<file path="config.mk">
export PLATFORM = sky130hd
export DESIGN_NAME = key_debounce_multi
export DESIGN_NICKNAME = d
export VERILOG_FILES = /design/src/rtl/key_debounce_multi.sv
export SDC_FILE = /design/constraint.sdc
export NUM_CORES = 1
export LEC_CHECK = 0
export BUFFER_PORTS_ARGS = -buffer_cell sky130_fd_sc_hd__buf_2
export CORE_ASPECT_RATIO = 2
export CORE_MARGIN = 5
export CORE_UTILIZATION = 65
export CTS_CLUSTER_DIAMETER = 80
export DETAILED_ROUTE_END_ITERATION = 7
export PLACE_DENSITY = 0.93
export SYNTH_ARGS = -nofsm -noshare
export SYNTH_HDL_FRONTEND = slang
export SYNTH_SLANG_ARGS = --single-unit
</file>
<file path="constraint.sdc">
create_clock -name sys_clk -period 3.2 [get_ports sys_clk]
set_input_delay 0.16 -clock sys_clk [delete_from_list [all_inputs] [get_ports sys_clk]]
set_output_delay 0.16 -clock sys_clk [all_outputs]
set_load 0.01 [all_outputs]
</file>
<file path="src/rtl/key_debounce_multi.sv">
// key_debounce_multi: N-channel push-button front end.
// Each channel: two-flop synchroniser, stability-counter debounce,
// press/release edge pulses and a hold FSM producing long-press and
// auto-repeat pulses. All outputs are registered.
//
// Hold FSM states (per channel):
//   state    | meaning
//   ---------+-----------------------------------------------------------
//   ST_IDLE  | key released, waiting for a debounced press
//   ST_SHORT | key pressed, counting towards the long-press threshold
//   ST_LONG  | long press reported, counting auto-repeat periods
module key_debounce_multi #(
  parameter int unsigned N_KEYS     = 5,
  parameter bit          ACTIVE_LOW = 1'b0,
  parameter int unsigned CNT_MAX    = 20'hF_FFFF,
  parameter int unsigned LONG_CNT   = 50_000_000,
  parameter int unsigned REPEAT_CNT = 10_000_000,
  parameter bit          REPEAT_EN  = 1'b1
) (
  input  logic              sys_clk,
  input  logic              sys_rst,
  input  logic [N_KEYS-1:0] key_in,
  output logic [N_KEYS-1:0] key_level,
  output logic [N_KEYS-1:0] key_press,
  output logic [N_KEYS-1:0] key_release,
  output logic [N_KEYS-1:0] key_long,
  output logic [N_KEYS-1:0] key_repeat
);

  localparam int unsigned CW       = $clog2(CNT_MAX + 1);
  localparam int unsigned HOLD_MAX = (LONG_CNT > REPEAT_CNT) ? LONG_CNT : REPEAT_CNT;
  localparam int unsigned HW       = $clog2(HOLD_MAX);

  localparam logic [CW-1:0] CNT_MAX_V = CW'(CNT_MAX);
  localparam logic [HW-1:0] LONG_M1   = HW'(LONG_CNT - 1);
  localparam logic [HW-1:0] REP_M1    = HW'(REPEAT_CNT - 1);

  typedef enum logic [1:0] {
    ST_IDLE  = 2'd0,
    ST_SHORT = 2'd1,
    ST_LONG  = 2'd2
  } state_t;

  for (genvar g = 0; g < N_KEYS; g++) begin : g_ch
    logic          r_s1;
    logic          r_s2;
    logic          r_p_d;
    logic [CW-1:0] r_cnt;
    logic          r_lvl;
    logic          r_lvl_d;
    logic          r_press;
    logic          r_release;
    logic          r_long;
    logic          r_repeat;
    state_t        r_state;
    logic [HW-1:0] r_hold;

    logic          w_p;
    logic          w_stable;
    logic          w_rise;
    logic          w_fall;
    state_t        w_state_nx;
    logic [HW-1:0] w_hold_nx;
    logic          w_long_nx;
    logic          w_rep_nx;

    assign w_p      = r_s2 ^ ACTIVE_LOW;
    assign w_stable = (w_p == r_p_d);
    assign w_rise   = r_lvl & ~r_lvl_d;
    assign w_fall   = ~r_lvl & r_lvl_d;

    // Synchronise the pin, count stable cycles and update the debounced level.
    // The level only loads while p is unchanged, so a saturated counter left
    // over from the previous stable period cannot pass a fresh edge through.
    always_ff @(posedge sys_clk) begin
      if (sys_rst) begin
        r_s1  <= ACTIVE_LOW;
        r_s2  <= ACTIVE_LOW;
        r_p_d <= 1'b0;
        r_cnt <= '0;
        r_lvl <= 1'b0;
      end else begin
        r_s1  <= key_in[g];
        r_s2  <= r_s1;
        r_p_d <= w_p;
        if (!w_stable) begin
          r_cnt <= '0;
        end else if (r_cnt != CNT_MAX_V) begin
          r_cnt <= r_cnt + CW'(1);
        end
        if (w_stable && (r_cnt == CNT_MAX_V)) begin
          r_lvl <= w_p;
        end
      end
    end

    // Edge detect on the debounced level into registered press/release pulses.
    always_ff @(posedge sys_clk) begin
      if (sys_rst) begin
        r_lvl_d   <= 1'b0;
        r_press   <= 1'b0;
        r_release <= 1'b0;
      end else begin
        r_lvl_d   <= r_lvl;
        r_press   <= w_rise;
        r_release <= w_fall;
      end
    end

    // Hold FSM state, hold counter and registered long/repeat pulses.
    always_ff @(posedge sys_clk) begin
      if (sys_rst) begin
        r_state  <= ST_IDLE;
        r_hold   <= '0;
        r_long   <= 1'b0;
        r_repeat <= 1'b0;
      end else begin
        r_state  <= w_state_nx;
        r_hold   <= w_hold_nx;
        r_long   <= w_long_nx;
        r_repeat <= w_rep_nx;
      end
    end

    // Next-state logic; a debounced release always beats a threshold hit.
    always_comb begin
      w_state_nx = r_state;
      w_hold_nx  = r_hold;
      w_long_nx  = 1'b0;
      w_rep_nx   = 1'b0;
      case (r_state)
        ST_IDLE: begin
          if (w_rise) begin
            w_state_nx = ST_SHORT;
            w_hold_nx  = '0;
          end
        end
        ST_SHORT: begin
          if (w_fall) begin
            w_state_nx = ST_IDLE;
            w_hold_nx  = '0;
          end else if (r_hold == LONG_M1) begin
            w_state_nx = ST_LONG;
            w_hold_nx  = '0;
            w_long_nx  = 1'b1;
          end else begin
            w_hold_nx = r_hold + HW'(1);
          end
        end
        ST_LONG: begin
          if (w_fall) begin
            w_state_nx = ST_IDLE;
            w_hold_nx  = '0;
          end else if (r_hold == REP_M1) begin
            // With repeat disabled the counter parks here: no wrap, no pulses.
            if (REPEAT_EN) begin
              w_rep_nx  = 1'b1;
              w_hold_nx = '0;
            end
          end else begin
            w_hold_nx = r_hold + HW'(1);
          end
        end
        default: begin
          w_state_nx = ST_IDLE;
          w_hold_nx  = '0;
        end
      endcase
    end

    assign key_level[g]   = r_lvl;
    assign key_press[g]   = r_press;
    assign key_release[g] = r_release;
    assign key_long[g]    = r_long;
    assign key_repeat[g]  = r_repeat;
  end

endmodule
</file>
==> results of run 1 <==
## flip-flops by register name, indices dropped and copies added, names as in the netlist
| name | count |
|---|---|
| g_ch.r_lvl_d | 5 |
| g_ch.r_hold | 130 |
| g_ch.r_cnt | 100 |
| g_ch.r_s1 | 5 |
| g_ch.r_repeat | 5 |
| g_ch.r_press | 5 |
| g_ch.r_p_d | 5 |
| g_ch.r_lvl | 5 |
| g_ch.r_s2 | 5 |
| g_ch.r_release | 5 |
| g_ch.r_state | 10 |
| g_ch.r_long | 5 |
## worst max-delay path, delay by kind of cell, from the launching register on
kind / cells / cell delay, ns
AOI/OAI and AO/OA: 3 / 1.33
and+or+nand+nor: 3 / 0.87
DFF: 1 / 0.36
## logic make-up (layout without fill, tap and decap cells)
kind of cell | count (synthesis) | count (layout) | synth area share, %
AO/OA/AOI/OAI | 219 | 219 | 11.0
XOR/XNOR | 126 | 126 | 8.05
adder cells (fa/ha/maj) | 27 | 27 | 2.46
buffers and inverters | 106 | 124 | 3.81
flip-flops | 285 | 285 | 41.6
multiplexers | 15 | 15 | 1.12
AND/OR/NAND/NOR | 853 | 853 | 32.0
## Yosys cell counts (all sizes together), types with 8 or more instances
cell type and number:
dfxtp 285, nor2 215, nand2 172, nand3 120, xor2 73, nand4 65
nor3 54, xnor2 53, a21oi 50, o21ai 48, and3 44, buf 38
clkbuf 35, inv 32, ha 27, nor4 26, and4 25, nor2b 24
a31oi 20, and2 19, or3 17, nand2b 13, o211ai 13, mux2i 12
a211oi 11, nor3b 11, nor4b 10, o31ai 10, a21o 9, a22o 9
or4 8
## final cells by class
type | instances | area, um^2 | share of cell area (%)
multi-input combinational | 1240 | 7480 | 50.6
sequential | 285 | 5710 | 38.6
timing repair buffer | 46 | 280 | 1.90
clock buffer | 37 | 731 | 4.94
inverter | 33 | 124 | 0.838
tap | 269 | 337 | 2.28
clock inverter | 8 | 123 | 0.829
## metrics by stage
| step | total power [mW] | setup WS (ns) | instance area [um^2] | instances |
|---|---|---|---|---|
| 6_report | 7.12 | 0.495 | 14800 | 1918 |
| 2_1_floorplan | 3.96 | 1.06 | 13700 | 1631 |
| 4_1_cts | 7.16 | 0.569 | 14800 | 1918 |
| 3_5_place_dp | 4.04 | 0.592 | 13900 | 1868 |
| 3_3_place_gp | 4.03 | 0.686 | 13900 | 1868 |
| 5_1_grt | 7.34 | 0.396 | 14800 | 1918 |
## power by group
part	total [mW]	switching, mW	internal [mW]
clock	3.14	1.32	1.83
combinational	0.369	0.263	0.106
sequential	3.61	0.0318	3.58
## worst max-delay path by stage
stage / start / to / slack (ns) / cells past startpoint
2_1_floorplan: g_ch[2].r_hold[7]$_SDFFE_PP0P_ / g_ch[2].r_hold[23]$_SDFFE_PP0P_ / 1.06 / 7
3_3_place_gp: g_ch[2].r_hold[4]$_SDFFE_PP0P_ / g_ch[2].r_hold[25]$_SDFFE_PP0P_ / 0.69 / 6
3_5_place_dp: g_ch[2].r_hold[4]$_SDFFE_PP0P_ / g_ch[2].r_hold[25]$_SDFFE_PP0P_ / 0.59 / 6
4_1_cts: g_ch[4].r_hold[7]$_SDFFE_PP0P_ / g_ch[4].r_hold[5]$_SDFFE_PP0P_ / 0.57 / 6
5_1_grt: g_ch[4].r_hold[7]$_SDFFE_PP0P_ / g_ch[4].r_hold[15]$_SDFFE_PP0P_ / 0.40 / 6
6_report: g_ch[4].r_hold[7]$_SDFFE_PP0P_ / g_ch[4].r_hold[5]$_SDFFE_PP0P_ / 0.50 / 6
## routing by layer
metal / vias to the layer above / GRT usage, % / routed length, um
li1: 5820 / - / -
met5: - / 0 / 0
met3: 154 / 2.83 / 1530
met1: 5707 / 26.0 / 11300
met4: 0 / 13.6 / 1620
met2: 458 / 49.4 / 17300
## timing repair
item                                   4_1_cts  5_1_grt
hold buffers                                 5        0
resized for setup                            0        0
endpoints found under the hold margin        5        0
setup endpoints to repair                    0        0
buffers inserted                             0        0
==> run_results.csv, run 1 <==
group,metric,value,unit
critical_path,slowest_stage,"o21ai_2",
floorplan,dieWidth,113,um
timing,setup_viol_count_final,0,
placed_design,gp_congestion,0.902,
layout,drive_gt1_share,6.73,%
pwr,irDropWorstVdd,0.513,mV
critical_path,reg2reg_slack,0.50,ns
layout,n_antenna_cell,0,
global_route,grt_max_degree,47,
clock_network,path_clk_slew,0.06,ns
timing,relSlewSlack,14.9,%
timing,fmax,370,MHz
critical_path,r2r_start,"g_ch[4].r_hold[7]$_SDFFE_PP0P_",
clock_network,cts_max_level,1,
timing,worst_pin_slew,1.26,ns
critical_path,cp_max_fo,17,
critical_path,cp_slowest_stage_delay,0.58,ns
pwr,power.density,482,nW/um^2
critical_path,crit_chain,"nor4_1 -> nand4_1 -> o41ai_4 -> a21oi_1 -> o21ai_2 -> nor2_1",
global_route,grt_pass1_wl,53400,um
critical_path,required,3.59,ns
worst_hold_path,holdPathStages,3,
clock_network,insertion_delay,0.54,ns
timing,hold-worst-slack,0.228,ns
worst_hold_path,min_from,"sys_rst",
timing,post-route-period-util,84.5,%
floorplan,die-area,24300,um^2
global_route,grt_use_total,25.5,%
floorplan,io_pins,32,
critical_path,critPathKind,"flop to flop",
floorplan,die_y,215,um
timing,finalMaxSlewViolations,0,
layout,areaGrowthSynthToFinish,7.81,%
layout,finalNetCount,1665,
critical_path,r2r_end,"g_ch[4].r_hold[5]$_SDFFE_PP0P_",
drt,drc,0,
logic_synthesis,synthCells,1631,
drt,avgRoutedWirePerCell,16.5,um
floorplan,fp-row-count,75,
logic_synthesis,syn_avg_cell_area,8.41,um^2
logic_synthesis,async_reset_ff_share,0,%
layout,fillers,1533,
logic_synthesis,netlist_area,13700,um^2
drt,drtAntennaViolNets,0,
status,outcome,"finished, final reports clean",
logic_synthesis,synth_edf_count,0,
placed_design,dp_hpwl,21900,um
worst_hold_path,whs_endpoint,"g_ch[1].r_state[0]$_SDFFE_PP0P_",
layout,layout_common_cells,"dfxtp_1 (285), nor2_1 (215), nand2_1 (172)",
floorplan,initial_utilization,65.5,%
worst_hold_path,hold_path_class,"input pin to flop",
critical_path,cp-start-kind,"flop",
drt,drt_iter0_drc,838,
layout,fin_util,70.6,%
logic_synthesis,synth.distinct_cells,81,
global_route,grt_overflow_total,0,
critical_path,cp-end-kind,"flop",
drt,vias_per_cell,6.33,
timing,fin_crit,2.70,ns
drt,drtPass1Iterations,6,
logic_synthesis,post-synth-top-area-cell,"dfxtp_1",
clock_network,root_buffer,"clkbuf_16",
logic_synthesis,ys_warn_count,0,
logic_synthesis,synth-seq-area-share,41.6,%
timing,rsz0062_at_grt,"no",
timing,tns,0,ns
timing,skew,0.0162,ns
clock_network,cts_made_buffers,25,
logic_synthesis,syn_nets,1665,
timing,hold_viol,0,
drt,wl,31700,um
clock_network,clock_path_buffers,3,
clock_network,cts_tree,"yes",
logic_synthesis,synthTopCellsByArea,"dfxtp_1 (42%), nor2_1 (5.9%), nand2_1 (4.7%)",
logic_synthesis,synth_top_area_share,41.6,%
clock_network,clkSinkCount,285,
floorplan,core_area,20900,um^2
critical_path,cp.arrival,3.10,ns
global_route,grt_pass1_vias,12000,
drt,num_vias,12100,
placed_design,port_buffers,31,
job,maxCapViolations,0,
logic_synthesis,synth_seq_cells,285,
layout,mostFrequentLayoutCell,"dfxtp_1",
critical_path,rr_worst_depth,6,
global_route,antenna_found_initial,0,
pwr,cellLeakagePower,5.20,nW
logic_synthesis,ys.flop_type,"dfxtp_1",
Note: power is estimated with default switching activity, not from simulation.
==> inputs of run 2 (changes only) <==
--- a/config.mk
+++ b/config.mk
@@ -8,10 +8,10 @@
 export BUFFER_PORTS_ARGS = -buffer_cell sky130_fd_sc_hd__buf_2
 export CORE_ASPECT_RATIO = 2
 export CORE_MARGIN = 5
-export CORE_UTILIZATION = 65
+export CORE_UTILIZATION = 57
 export CTS_CLUSTER_DIAMETER = 80
 export DETAILED_ROUTE_END_ITERATION = 7
-export PLACE_DENSITY = 0.93
+export PLACE_DENSITY = 0.88
 export SYNTH_ARGS = -nofsm -noshare
 export SYNTH_HDL_FRONTEND = slang
 export SYNTH_SLANG_ARGS = --single-unit
==> constraint.sdc (replaced) <==
create_clock -name sys_clk -period 2.45 [get_ports sys_clk]
set_input_delay 0.1225 -clock sys_clk [delete_from_list [all_inputs] [get_ports sys_clk]]
set_output_delay 0.1225 -clock sys_clk [all_outputs]
set_load 0.01 [all_outputs]
==> run 2 against run 1 <==
Wire length is essentially flat. Sequential share of layout area down 0.90 points. Critical path type unchanged. Worst hold slack got worse by 0.19 ns. Via count barely moved. Critical path depth grew 1. Fmax up 15%. Critical endpoint is now g_ch[2].r_hold[10]$_SDFFE_PP0P_. Sequential cell count unchanged. Clock skew fell by 0.0022 ns. Die area is 13% higher. Combinational power is 40% higher. Worst setup slack lost 0.39 ns.
==> run_results.csv, run 2 (same netlist as run 1, synthesis figures left out) <==
group,metric,value,unit
critical_path,reg2reg_slack,0.10,ns
timing,worst_pin_slew,1.07,ns
critical_path,cp-start-kind,"flop",
global_route,grt_pass1_vias,11800,
floorplan,die_y,229,um
drt,met1_length,11700,um
clock_network,postCtsSetupRepairBufs,0,
layout,drive_gt1_share,9.10,%
drt,drt_iter0_drc,861,
global_route,grt_use_total,22.4,%
layout,finalNetCount,1700,
worst_hold_path,hold_path_class,"input pin to flop",
clock_network,path_clk_slew,0.07,ns
placed_design,port_buffers,31,
timing,fmax,426,MHz
floorplan,initial_utilization,57.6,%
global_route,grt_overflow_total,0,
clock_network,clock_path_buffers,3,
critical_path,rr_worst_depth,7,
layout,largest_register_ffs,130,
clock_network,clkSinkCount,285,
drt,drtAntennaViolNets,0,
critical_path,cp_max_fo,8,
layout,mostFrequentLayoutCell,"dfxtp_1",
global_route,grt_max_degree,39,
floorplan,core_area,23800,um^2
clock_network,insertion_delay,0.54,ns
critical_path,cp.arrival,2.77,ns
layout,fillers,1904,
timing,relSlewSlack,28.3,%
drt,num_vias,12100,
clock_network,cts_max_level,1,
floorplan,io_pins,32,
timing,hold_viol,0,
layout,top_register,"g_ch.r_hold",
critical_path,r2r_end,"g_ch[2].r_hold[10]$_SDFFE_PP0P_",
global_route,antenna_found_initial,0,
drt,drtPass1Iterations,6,
floorplan,die-area,27400,um^2
critical_path,r2r_start,"g_ch[2].r_hold[17]$_SDFFE_PP0P_",
drt,avgRoutedWirePerCell,16.1,um
status,outcome,"finished, final reports clean",
drt,routed.top_layer,"met4",
worst_hold_path,whs_endpoint,"g_ch[3].r_s2$_SDFF_PP0_",
job,maxCapViolations,0,
pwr,power,9.33,mW
layout,stdcell_count,1969,
placed_design,gp_congestion,0.957,
worst_hold_path,min_from,"sys_rst",
layout,reg_top3,"g_ch.r_hold (130), g_ch.r_cnt (100), g_ch.r_state (10)",
clock_network,cts_made_buffers,25,
placed_design,dp_hpwl,22300,um
timing,setup_viol_count_final,0,
floorplan,dieWidth,120,um
timing,finalMaxSlewViolations,0,
layout,n_antenna_cell,0,
timing,skew,0.0141,ns
pwr,cellLeakagePower,5.38,nW
pwr,power.density,616,nW/um^2
layout,layout_common_cells,"dfxtp_1 (285), nor2_1 (215), nand2_1 (172)",
timing,rsz0062_at_grt,"no",
layout,areaGrowthSynthToFinish,10.4,%
clock_network,root_buffer,"clkbuf_16",
floorplan,fp-row-count,80,
timing,post-route-period-util,95.9,%
critical_path,cp-end-kind,"flop",
pwr,irDropWorstVdd,0.628,mV
drt,vias_per_cell,6.17,
global_route,grt_pass1_wl,53100,um
drt,route.met2.wl,17100,um
clock_network,cts_tree,"yes",
critical_path,required,2.87,ns
drt,drc,0,
drt,met3_length,1180,um
critical_path,critPathKind,"flop to flop",
placed_design,place_inst,1920,
drt,wl,31700,um
worst_hold_path,holdPathStages,3,
timing,fin_crit,2.35,ns
==> run 2: critical path: stages, from the launching register on <==
cell      delay [ns]
dfxtp_1         0.47
or4bb_1         0.54
nor3_2          0.26
a21oi_2         0.12
o211ai_4        0.20
buf_4           0.19
nor2_1          0.17
a22o_1          0.29
==> run 2: repair_timing <==
action,4_1_cts,5_1_grt
cloned,0,1
pin swaps,0,2
hold buffers,5,0
hold endpoints to repair,5,0
resized for setup,1,9
setup endpoints to repair,1,42
==> run 2: final cells by class <==
cell class	instances	area (um^2)	share of cell area, %
multi-input cells	1241	7550	49.9
flip-flops and latches	285	5710	37.7
clock buffers	32	712	4.70
repair buffers	80	548	3.62
well taps	287	359	2.37
clock inverters	11	138	0.909
inverters	33	124	0.818
==> run 2: how the worst max path moves through the flow <==
| stage | startpoint | to | cells after the start |
|---|---|---|---|
| floorplan | g_ch[2].r_hold[7]$_SDFFE_PP0P_ | g_ch[2].r_hold[23]$_SDFFE_PP0P_ | 7 |
| global placement | g_ch[3].r_hold[0]$_SDFFE_PP0P_ | g_ch[3].r_hold[4]$_SDFFE_PP0P_ | 8 |
| detailed placement | g_ch[3].r_hold[0]$_SDFFE_PP0P_ | g_ch[3].r_hold[4]$_SDFFE_PP0P_ | 8 |
| CTS | g_ch[4].r_hold[0]$_SDFFE_PP0P_ | g_ch[4].r_hold[21]$_SDFFE_PP0P_ | 7 |
| global route | g_ch[3].r_hold[7]$_SDFFE_PP0P_ | g_ch[3].r_hold[8]$_SDFFE_PP0P_ | 6 |
| finish | g_ch[2].r_hold[17]$_SDFFE_PP0P_ | g_ch[2].r_hold[10]$_SDFFE_PP0P_ | 7 |
==> run 2: metal layers <==
metal  GRT usage [%]  up-vias
met1            22.9     5818
met4            12.6        0
met2            43.1      325
met3            2.54      140
li1                -     5864
met5               0        -
==> run 2: where the power goes <==
group	internal, mW	total [mW]	switching [mW]
clock	2.37	4.09	1.73
sequential	4.68	4.72	0.0395
combinational	0.164	0.517	0.353
==> run 2: per-stage QoR <==
step	hold slack [ns]	cell area (um^2)	utilization, %	TNS, ns	worst slack (ns)
floorplan	0.251	13700	-	0	0.310
global placement	0.333	14200	59.5	0	0.0663
detailed placement	0.337	14200	59.5	-0.0158	-0.0158
CTS	0.00394	15100	63.3	0	0.0196
global route	0.0538	15100	63.5	0	0.00623
finish	0.0377	15100	63.5	0	0.101
==> inputs of run 3 (changes only) <==
--- a/config.mk
+++ b/config.mk
@@ -7,7 +7,6 @@
 export LEC_CHECK = 0
 export BUFFER_PORTS_ARGS = -buffer_cell sky130_fd_sc_hd__buf_2
 export CORE_ASPECT_RATIO = 2
-export CORE_MARGIN = 5
 export CORE_UTILIZATION = 57
 export CTS_CLUSTER_DIAMETER = 80
 export DETAILED_ROUTE_END_ITERATION = 7
==> run 3 against run 2 <==
The run now ends with design-rule violations left. Sequential share of layout area about the same. Critical path depth unchanged. Sequential power is essentially flat. Power increased by 1.6%. Design area about the same. Largest cell class unchanged. Highest routed layer unchanged.
==> run_results.csv, run 3 (same netlist as run 1, synthesis figures left out) <==
group,metric,value,unit
status,outcome,"finished with violations",
status,violations,"design-rule violations",
clock_network,cts_max_level,1,
critical_path,required,2.88,ns
layout,fin_util,63.8,%
floorplan,io_pins,32,
critical_path,rr_worst_depth,7,
floorplan,initial_utilization,57.8,%
critical_path,cp_slowest_stage_delay,0.53,ns
timing,rsz0062_at_grt,"no",
clock_network,postCtsSetupRepairBufs,0,
clock_network,clock_path_buffers,3,
drt,vias_per_cell,6.21,
floorplan,dieWidth,112,um
placed_design,place_inst,1918,
pwr,irDropWorstVdd,0.533,mV
worst_hold_path,hold_path_class,"input pin to flop",
timing,tns,0,ns
global_route,grt_overflow_total,0,
placed_design,gp_congestion,0.969,
floorplan,core_area,23700,um^2
job,maxCapViolations,0,
floorplan,die_y,221,um
critical_path,critPathKind,"flop to flop",
clock_network,cts_made_buffers,25,
layout,largest_register_ffs,130,
critical_path,slowest_stage,"or4b_1",
timing,fin_crit,2.33,ns
layout,top_register,"g_ch.r_hold",
critical_path,crit_chain,"or4b_1 -> nor4_2 -> a31o_2 -> a211oi_1 -> buf_4 -> a21o_1 -> a21o_1",
layout,reg_top3,"g_ch.r_hold (130), g_ch.r_cnt (100), g_ch.r_state (10)",
timing,hold_viol,0,
drt,drt_iter0_drc,868,
drt,wl,31700,um
pwr,cellLeakagePower,5.38,nW
timing,finalMaxSlewViolations,0,
layout,mostFrequentLayoutCell,"dfxtp_1",
drt,drtPass1Iterations,8,
global_route,grt_max_degree,41,
critical_path,timing.critical_path.mode_cell,"a21o_1",
critical_path,cp_max_fo,14,
critical_path,cp-start-kind,"flop",
drt,drtAntennaViolNets,0,
layout,layout_common_cells,"dfxtp_1 (284), nor2_1 (215), nand2_1 (172)",
timing,setup_viol_count_final,0,
pwr,power.density,626,nW/um^2
global_route,antenna_found_initial,0,
critical_path,cp-end-kind,"flop",
critical_path,cp.arrival,2.76,ns
timing,worst_pin_slew,1.03,ns
floorplan,fp-row-count,80,
clock_network,root_buffer,"clkbuf_16",
global_route,grt_pass1_wl,54000,um
layout,areaGrowthSynthToFinish,10.4,%
global_route,grt_use_total,25.8,%
timing,skew,0.0190,ns
floorplan,die-area,24700,um^2
layout,finalNetCount,1697,
timing,relSlewSlack,30.8,%
global_route,grt_pass1_vias,12100,
clock_network,cts_tree,"yes",
drt,drc,6,
drt,num_vias,12200,
layout,n_antenna_cell,0,
layout,stdcell_count,1969,
layout,drive_gt1_share,8.98,%
clock_network,clkSinkCount,285,
timing,post-route-period-util,94.9,%
clock_network,insertion_delay,0.55,ns
placed_design,port_buffers,31,
pwr,power,9.47,mW
drt,avgRoutedWirePerCell,16.1,um
clock_network,path_clk_slew,0.07,ns
timing,fmax,430,MHz
placed_design,dp_hpwl,22500,um
worst_hold_path,holdPathStages,3,
## run 3: cell types whose count changed in the layout (fill, tap and decap cells not counted), moves of 2 or more
cell	delta
clkinvlp_4	+3
clkinv_2	-5
nor3_1	+2
clkbuf_8	+3
clkbuf_1	+2
nor3_2	-2
buf_4	-3
## run 3: final cells by class
| type | count | area [um^2] |
|---|---|---|
| multi-input cells | 1240 | 7510 |
| clock buffers | 37 | 761 |
| repair buffers | 78 | 546 |
| inverters | 33 | 124 |
| flip-flops and latches | 285 | 5710 |
| fillers | 1875 | 8580 |
| well taps | 287 | 359 |
| clock inverters | 9 | 135 |
## run 3: worst paths after layout
path / from / end / slack (ns)
hold / removal: sys_rst / g_ch[3].r_s2$_SDFF_PP0_ / 0.1
setup reg to reg: g_ch[3].r_hold[8]$_SDFFE_PP0P_ / g_ch[3].r_hold[20]$_SDFFE_PP0P_ / 0.12
hold reg to reg: g_ch[0].r_s1$_SDFF_PP0_ / g_ch[0].r_s2$_SDFF_PP0_ / 0.43
setup / recovery: g_ch[3].r_hold[8]$_SDFFE_PP0P_ / g_ch[3].r_hold[20]$_SDFFE_PP0P_ / 0.12
## run 3: metrics by stage
stage,cell area (um^2),hold slack [ns],setup slack [ns]
4_1_cts,15100,0.0861,0.0986
3_3_place_gp,14200,0.337,0.164
6_report,15100,0.0983,0.125
5_1_grt,15100,0.109,0.0195
3_5_place_dp,14200,0.337,0.117
2_1_floorplan,13700,0.251,0.310
## run 3: worst max-delay path, delay by kind of cell, from the launching register on
kind	cells	cell delay [ns]
simple gates	2	0.95
buf+inv	1	0.19
compound gates	4	0.73
flops	1	0.35
## run 3: power breakdown
part	leakage [nW]	switching, mW	internal (mW)
Sequential	2.30	0.0415	4.68
Combinational	2.65	0.349	0.161
Clock	0.432	1.77	2.47
## run 3: repair_timing
action	in CTS	in global routing
hold buffers	5	0
hold endpoints to repair	5	0
gates resized for setup	0	7
setup endpoints to repair	0	33
## run 3: routing by layer
metal | share of wire [%] | up-vias | wire [um] | GRT usage, %
met3 | 3.7 | 143 | 1160 | 2.68
met5 | 0 | - | 0 | 0
met2 | 54 | 375 | 17200 | 49.2
met4 | 5.3 | 0 | 1670 | 16.3
li1 | - | 5871 | - | -
met1 | 37 | 5836 | 11600 | 26.1
